## config.mk

```make
export PLATFORM = sky130hd
export DESIGN_NAME = serial_bit_source
export DESIGN_NICKNAME = d
export VERILOG_FILES = /design/src/rtl/serial_pkg.sv /design/src/rtl/serial_hold_reg.sv /design/src/rtl/serial_bit_source.sv
export SDC_FILE = /design/constraint.sdc
export NUM_CORES = 1
export LEC_CHECK = 0
export ABC_AREA = 1
export CAP_MARGIN = 25
export CORE_MARGIN = 5
export CORE_UTILIZATION = 37
export DETAILED_ROUTE_END_ITERATION = 10
export SLEW_MARGIN = 25
export SYNTH_ARGS = -nofsm -noshare
export SYNTH_HDL_FRONTEND = slang
export SYNTH_SLANG_ARGS = --single-unit
```

## constraint.sdc

```tcl
create_clock -name CLK -period 4 [get_ports CLK]
set_clock_uncertainty 0.1 [all_clocks]
set_input_delay 1 -clock CLK [delete_from_list [all_inputs] [get_ports CLK]]
set_output_delay 1 -clock CLK [all_outputs]
set_load 0.01 [all_outputs]
```

## src/rtl/serial_pkg.sv

```systemverilog
// Shared types and defaults for the serial_bit_source slice.
// Build option SERIAL_LSB_FIRST_EN selects LSB-first bit order in serial_bit_source.
package serial_pkg;

    typedef enum logic [0:0] {
        SER_IDLE,
        SER_SHIFT
    } ser_state_t;

    localparam int unsigned SER_WIDTH_DEF      = 8;
    localparam logic        SER_IDLE_LEVEL_DEF = 1'b0;

    // Bit counter width; never below one bit so a 2-bit word still gets a counter.
    function automatic int unsigned ser_cnt_bits(input int unsigned width);
        return (width > 2) ? $clog2(width) : 1;
    endfunction

endpackage

```

## src/rtl/serial_hold_reg.sv

```systemverilog
// One-entry holding register with full flag and ready output.
// A write and a read on the same edge replace the entry and keep it full.
module serial_hold_reg #(
    parameter int unsigned Width = 8
) (
    input  logic             clk_i,
    input  logic             rst_ni,
    input  logic             wr_i,
    input  logic [Width-1:0] data_i,
    input  logic             rd_i,
    output logic [Width-1:0] data_o,
    output logic             full_o,
    output logic             ready_o
);

    logic [Width-1:0] data_q, data_d;
    logic             full_q, full_d;

    always_comb begin
        data_d = data_q;
        full_d = full_q;
        if (wr_i) begin
            data_d = data_i;
            full_d = 1'b1;
        end else if (rd_i) begin
            full_d = 1'b0;
        end
    end

    always_ff @(posedge clk_i) begin
        if (!rst_ni) begin
            data_q <= '0;
            full_q <= 1'b0;
        end else begin
            data_q <= data_d;
            full_q <= full_d;
        end
    end

    assign data_o  = data_q;
    assign full_o  = full_q;
    // Reset gating keeps the source from handing over a word that would be discarded.
    assign ready_o = !full_q && rst_ni;

endmodule

```

## src/rtl/serial_bit_source.sv

```systemverilog
// Parallel-to-serial word source feeding the X stream of the sequence detector.
// Define SERIAL_LSB_FIRST_EN to send LSB first; default build sends MSB first.
module serial_bit_source
    import serial_pkg::*;
#(
    parameter int unsigned WIDTH      = SER_WIDTH_DEF,
    parameter logic        IDLE_LEVEL = SER_IDLE_LEVEL_DEF
) (
    input  logic             CLK,
    input  logic             CLR,
    input  logic [WIDTH-1:0] IN_DATA,
    input  logic             IN_VALID,
    output logic             IN_READY,
    input  logic             PAUSE,
    output logic             X,
    output logic             X_VALID,
    output logic             BUSY
);

    localparam int unsigned         CntW    = ser_cnt_bits(WIDTH);
    localparam logic [CntW-1:0]     LastCnt = CntW'(WIDTH - 1);

    ser_state_t       state_q;
    logic [WIDTH-1:0] sh_q;
    logic [WIDTH-1:0] sh_shifted;
    logic [CntW-1:0]  cnt_q;
    logic             x_q;
    logic             x_valid_q;

    logic [WIDTH-1:0] hold_data;
    logic             hold_full;
    logic             hold_ready;
    logic             hold_wr;
    logic             hold_rd;

    logic             accept;
    logic             load_direct;
    logic             word_end;
    logic             out_bit;

`ifdef SERIAL_LSB_FIRST_EN
    assign out_bit    = sh_q[0];
    assign sh_shifted = {1'b0, sh_q[WIDTH-1:1]};
`else
    assign out_bit    = sh_q[WIDTH-1];
    assign sh_shifted = {sh_q[WIDTH-2:0], 1'b0};
`endif

    assign accept      = IN_VALID && hold_ready;
    assign load_direct = accept && (state_q == SER_IDLE) && !hold_full;
    assign hold_wr     = accept && !load_direct;
    assign word_end    = (state_q == SER_SHIFT) && !PAUSE && (cnt_q == LastCnt);
    // Held word moves to the shifter at a word boundary, or at once if the shifter is empty.
    assign hold_rd     = hold_full && (word_end || (state_q == SER_IDLE));

    serial_hold_reg #(
        .Width (WIDTH)
    ) u_hold (
        .clk_i   (CLK),
        .rst_ni  (CLR),
        .wr_i    (hold_wr),
        .data_i  (IN_DATA),
        .rd_i    (hold_rd),
        .data_o  (hold_data),
        .full_o  (hold_full),
        .ready_o (hold_ready)
    );

    always_ff @(posedge CLK) begin
        if (!CLR) begin
            state_q   <= SER_IDLE;
            sh_q      <= '0;
            cnt_q     <= '0;
            x_q       <= IDLE_LEVEL;
            x_valid_q <= 1'b0;
        end else begin
            unique case (state_q)
                SER_IDLE: begin
                    x_q       <= IDLE_LEVEL;
                    x_valid_q <= 1'b0;
                    if (hold_rd) begin
                        sh_q    <= hold_data;
                        cnt_q   <= '0;
                        state_q <= SER_SHIFT;
                    end else if (load_direct) begin
                        sh_q    <= IN_DATA;
                        cnt_q   <= '0;
                        state_q <= SER_SHIFT;
                    end
                end
                SER_SHIFT: begin
                    if (PAUSE) begin
                        x_valid_q <= 1'b0;
                    end else begin
                        x_q       <= out_bit;
                        x_valid_q <= 1'b1;
                        if (word_end) begin
                            cnt_q <= '0;
                            if (hold_rd) begin
                                sh_q <= hold_data;
                            end else begin
                                sh_q    <= sh_shifted;
                                state_q <= SER_IDLE;
                            end
                        end else begin
                            sh_q  <= sh_shifted;
                            cnt_q <= cnt_q + 1'b1;
                        end
                    end
                end
                default: state_q <= SER_IDLE;
            endcase
        end
    end

    assign IN_READY = hold_ready;
    assign X        = x_q;
    assign X_VALID  = x_valid_q;
    assign BUSY     = (state_q == SER_SHIFT) || hold_full;

endmodule

```

---- Yosys cells after proc, flatten, opt, wreduce, memory -nomap -nowiden ----
Cells that the tools add are included.
W data, S select, Z words.
operators by class
  add/subtract/negate cells ............... 1
  equal/unequal tests ..................... 3
  mux-type cells .......................... 23
  bitwise logic cells ..................... 1
  reductions and logical operators ........ 15
operator list
  kind                   number
  $mux W8                5
  $pmux W8 S2            1
  $mux W3                4
  $mux W1                9
  $logic_and A1 B1 Y1    8
  $pmux W1 S2            3
  $pmux W3 S2            1
  $add A3 B1 Y3 const B  1
  $eq A3 B3 Y1 const B   1
  $logic_not A1 Y1       3
  $ne A3 B3 Y1 const B   1
  $logic_or A1 B1 Y1     2
  $ne A2 B2 Y1 const B   1
  $reduce_and A2 Y1      1
  $reduce_bool A2 Y1     1
  $not A1 Y1             1
word-level totals
  bits in registers ....................... 23
  output and inout port bits .............. 4
  logic and storage cells ................. 50

---- Depth between registers and ports, before layout ----
  word-level depth ........................ 9
  mapped depth ............................ 10
  depth with buffers taken out ............ 9

---- Cells and area by module ----
From an unflattened synthesis, not the netlist that was laid out.
second synthesis, totals
  cell total of the unflattened synthesis .. 182
  area, all modules ....................... 1,236.2 µm²
modules (own cells, without submodules)
  module             instances  cells each  area an instance (µm²)  sequential area each (µm²)
  serial_bit_source  1          143         928.4                   280.3
  serial_hold_reg    1          39          307.8                   180.2

---- Worst setup path before layout ----
No wires, ideal clock.
  kind .................................... input-to-output
  start point ............................. in CLR
  end point ............................... out IN_READY
  arrival ................................. 1.173 ns
  required time ........................... 2.900 ns
  slack ................................... 1.727 ns
  cell stages on the path ................. 2
  buffers on the path ..................... 0
  path through ............................ inv_2 > nor2_4
between the ends
  longest elaborated chain between the ends .. 1
ends and longest elaborated chain
  element              line                     RTL
  from (decl)          serial_bit_source.sv:10  input logic CLR,
  $logic_and A1 B1 Y1  serial_hold_reg.sv:43    assign ready_o = !full_q && rst_ni;
  to (decl)            serial_bit_source.sv:13  output logic IN_READY,
Every way passes these cells.

---- Final worst setup path ----
Ends and elaborated chain as after synthesis.

==> flow_metrics.env <==
export IMPL_status="finished clean"
export IMPL_syn_inst=178
export IMPL_synthXorXnorAreaFrac_pct=0
export IMPL_critPathMaxFanout=10
export IMPL_firstDrtPassIters=4
export IMPL_wl_per_cell_um=12.07
export IMPL_slew_headroom_pct=57.07
export IMPL_final_nets=206
export IMPL_viasPerCell=5.064
export IMPL_clk_latency_ns=0.30
export IMPL_max_freq_mhz=298.6
export IMPL_first_iter_violations=81
export IMPL_peakVddDrop_mv=0.2280
export IMPL_netlist_area_um2=1225
export IMPL_crit_cells=4
export IMPL_period_share_pct=83.72
export IMPL_post_route_min_period_ns=3.349
export IMPL_rows=20
export IMPL_cts_buffers=3
export IMPL_arrival_ns=2.25
export IMPL_crit_path_end_kind="output pin"
export IMPL_hold_viol=0
export IMPL_synth_simple_gate_area_share_pct=29.42
export IMPL_holdCritPathClass="register to register"
export IMPL_die_height_um=67.54
export IMPL_grt_pass1_wl_mm=4.850
export IMPL_grt_pass1_vias=1072
export IMPL_cp_top_family="buffers and inverters"
export IMPL_worst_slew_pin_transition_ns=0.6430
export IMPL_antenna_cells=0
export IMPL_port_buffer_count=15
export IMPL_clock_sinks=23
export IMPL_cts_tree="built"
export IMPL_synthArstFlopShare_pct=0
export IMPL_grt_overflow=0
export IMPL_grt_usage_pct=13.94
export IMPL_synth_mux_area_share_pct=0
export IMPL_synth_compound_area_share_pct=17.77
export IMPL_crit_required_ns=2.90
export IMPL_cp_slowest_cell="clkdlybuf4s50_1"
export IMPL_grt_max_degree=20
export IMPL_synth_avg_cell_area_um2=6.882
export IMPL_drive_above_1_share_pct=7.330
export IMPL_synth_cell_types=26
export IMPL_ys_ff_latch=23
export IMPL_antenna_found_initial=0
export IMPL_clkTransAtPathRegs_ns=0.12
export IMPL_reg2regPathDepth=9
export IMPL_cts_root_buf="clkbuf_4"
export IMPL_synth_flop_cell="dfxtp_1"
export IMPL_syn_nets=192
export IMPL_cts_max_level=1
export IMPL_syn_to_final_growth_pct=16.45
export IMPL_vias=1190
export IMPL_hold_buffers=0
export IMPL_place_gp_congestion=0.7944
export IMPL_cpMostUsedCell="clkdlybuf4s50_1"
export IMPL_seq_area_frac_synth_pct=37.59
export IMPL_setup_violations_final=0
export IMPL_crit_buf_inv=3
export IMPL_n_fill_cell=353
export IMPL_start_util_pct=39.48
export IMPL_tns_ns=0
export IMPL_drc=0
export IMPL_die_area_um2=4561
export IMPL_io_pins=16
export IMPL_cellPowerDensity_nw_per_um2=321.5
export IMPL_dp_hpwl_mm=2.002
export IMPL_die_x_um=67.54
export IMPL_startpoint_type="input port"
export IMPL_multiInputGateArea_um2=603.1
export IMPL_postCtsResizedCells=0
export IMPL_hold_depth=2
export IMPL_final_util_pct=45.97
export IMPL_antenna_left=0
export IMPL_path_cells="clkdlybuf4s50_1 -> inv_2 -> nor2_4 -> clkdlybuf4s50_1"
export IMPL_synth_top_family_by_area="simple AND/OR/NAND/NOR gates"
export IMPL_synth_edf_count=0
export IMPL_core_area_um2=3103
export IMPL_finalMaxSlewViolations=0
export IMPL_maxCapViolCount=0
export IMPL_max_stage_delay_ns=0.54
export IMPL_worst_setup_path_type="input port to output pin"
export IMPL_register_area_um2=460.4
export IMPL_postCtsSetupRepairBufs=0
export IMPL_grt_setup_unrepaired="false"
export IMPL_clockBufferDepth=2
export IMPL_synth_warnings=0
export IMPL_routed_wl_mm=2.836
export IMPL_synth_adder_area_share_pct=2.043
export IMPL_leakagePower_nw=0.6144
-- cell families after synthesis --
kind of cell | after synthesis
AO/OA/AOI/OAI | 37
adder cells (fa/ha/maj) | 2
buffers and inverters | 39
flip-flops | 23
AND/OR/NAND/NOR | 77
-- metrics by stage --
stage / hold WS [ns] / instance area (um2) / worst slack, ns / instances / total power [mW]
CTS: 0.3573 / 1426 / 0.6432 / 235 / 0.4631
global placement: 0.3353 / 1400 / 0.6609 / 231 / 0.3546
global route: 0.3771 / 1426 / 0.6037 / 235 / 0.4895
finish: 0.3528 / 1426 / 0.6513 / 235 / 0.4586
detailed placement: 0.3391 / 1400 / 0.6543 / 231 / 0.3562
floorplan: 0.3236 / 1225 / 1.727 / 178 / 0.3233
-- worst paths after layout --
check / start / to / slack (ns)
setup reg to reg: cnt_q[0]$_SDFFE_PN0P_ / sh_q[1]$_SDFFE_PN0P_ / 2.05
hold / removal: u_hold.data_o[0]$_SDFFE_PN0P_ / u_hold.data_o[0]$_SDFFE_PN0P_ / 0.35
setup / recovery: CLR / IN_READY / 0.65
hold reg to reg: u_hold.data_o[0]$_SDFFE_PN0P_ / u_hold.data_o[0]$_SDFFE_PN0P_ / 0.35
-- metal layers --
| metal | wire length [um] | GRT usage (%) | vias to the layer above | part of all wire [%] |
|---|---|---|---|---|
| met1 | 1304 | 17.84 | 539 | 46 |
| li1 | - | - | 614 | - |
| met5 | 0 | 0 | - | 0 |
| met2 | 1326 | 23.45 | 35 | 47 |
| met3 | 186 | 3.661 | 2 | 6.6 |
| met4 | 19 | 2.785 | 0 | 0.67 |
-- worst reg2reg max path, stage by stage (launching register included) --
cell and delay, ns:
dfxtp_1 0.38, ha_1 0.16, ha_1 0.36, inv_1 0.14
o21ai_4 0.33, nand3_1 0.12, nand2_1 0.08, nand3_1 0.08
nand2_1 0.07, inv_1 0.04
-- layout make-up --
type | instances | area share, %
Multi-Input combinational cell | 116 | 42.28
Sequential cell | 23 | 32.28
Timing Repair Buffer | 17 | 11.58
Inverter | 31 | 8.158
Tap cell | 44 | 3.860
Clock buffer | 4 | 1.842
-- Yosys cell counts, types with 2 or more instances --
master	count	share of area (%)
nand4_1	8	4.1
o21a_1	7	4.3
o21ai_0	8	3.3
dfxtp_1	23	38
buf_2	3	1.2
inv_1	26	8.0
clkbuf_1	2	0.61
nand3_1	25	10
o21ai_1	2	0.82
nor2_1	8	2.5
ha_1	2	2.0
a21oi_1	17	6.9
nand2_1	31	9.5
inv_2	4	1.2
-- cells in the final DEF, fill, tap and decap left out, types with 2 or more instances in the layout --
| cell | count |
|---|---|
| o21ai_0 | 8 |
| inv_1 | 26 |
| nand3_1 | 25 |
| buf_4 | 2 |
| ha_1 | 2 |
| nand4_1 | 8 |
| inv_2 | 4 |
| nor2_1 | 8 |
| o21ai_1 | 2 |
| a21oi_1 | 17 |
| clkbuf_4 | 3 |
| nand2_1 | 31 |
| dfxtp_1 | 23 |
| o21a_1 | 7 |
| clkdlybuf4s50_1 | 15 |
-- sequential cells by signal (all words and copies together) (netlist names) --
| register | flops |
|---|---|
| sh_q | 8 |
| X | 1 |
| X_VALID | 1 |
| cnt_q | 3 |
| state_q | 1 |
| u_hold.data_o | 8 |
| u_hold.full_o | 1 |
-- where the power goes --
| group | switching, mW | total (mW) | internal, mW |
|---|---|---|---|
| registers | 0.00903 | 0.254 | 0.245 |
| logic | 0.0565 | 0.0974 | 0.0409 |
| clock network | 0.0688 | 0.108 | 0.0389 |
| total | 0.134 | 0.459 | 0.324 |
Power figures use the tool's default switching activity.
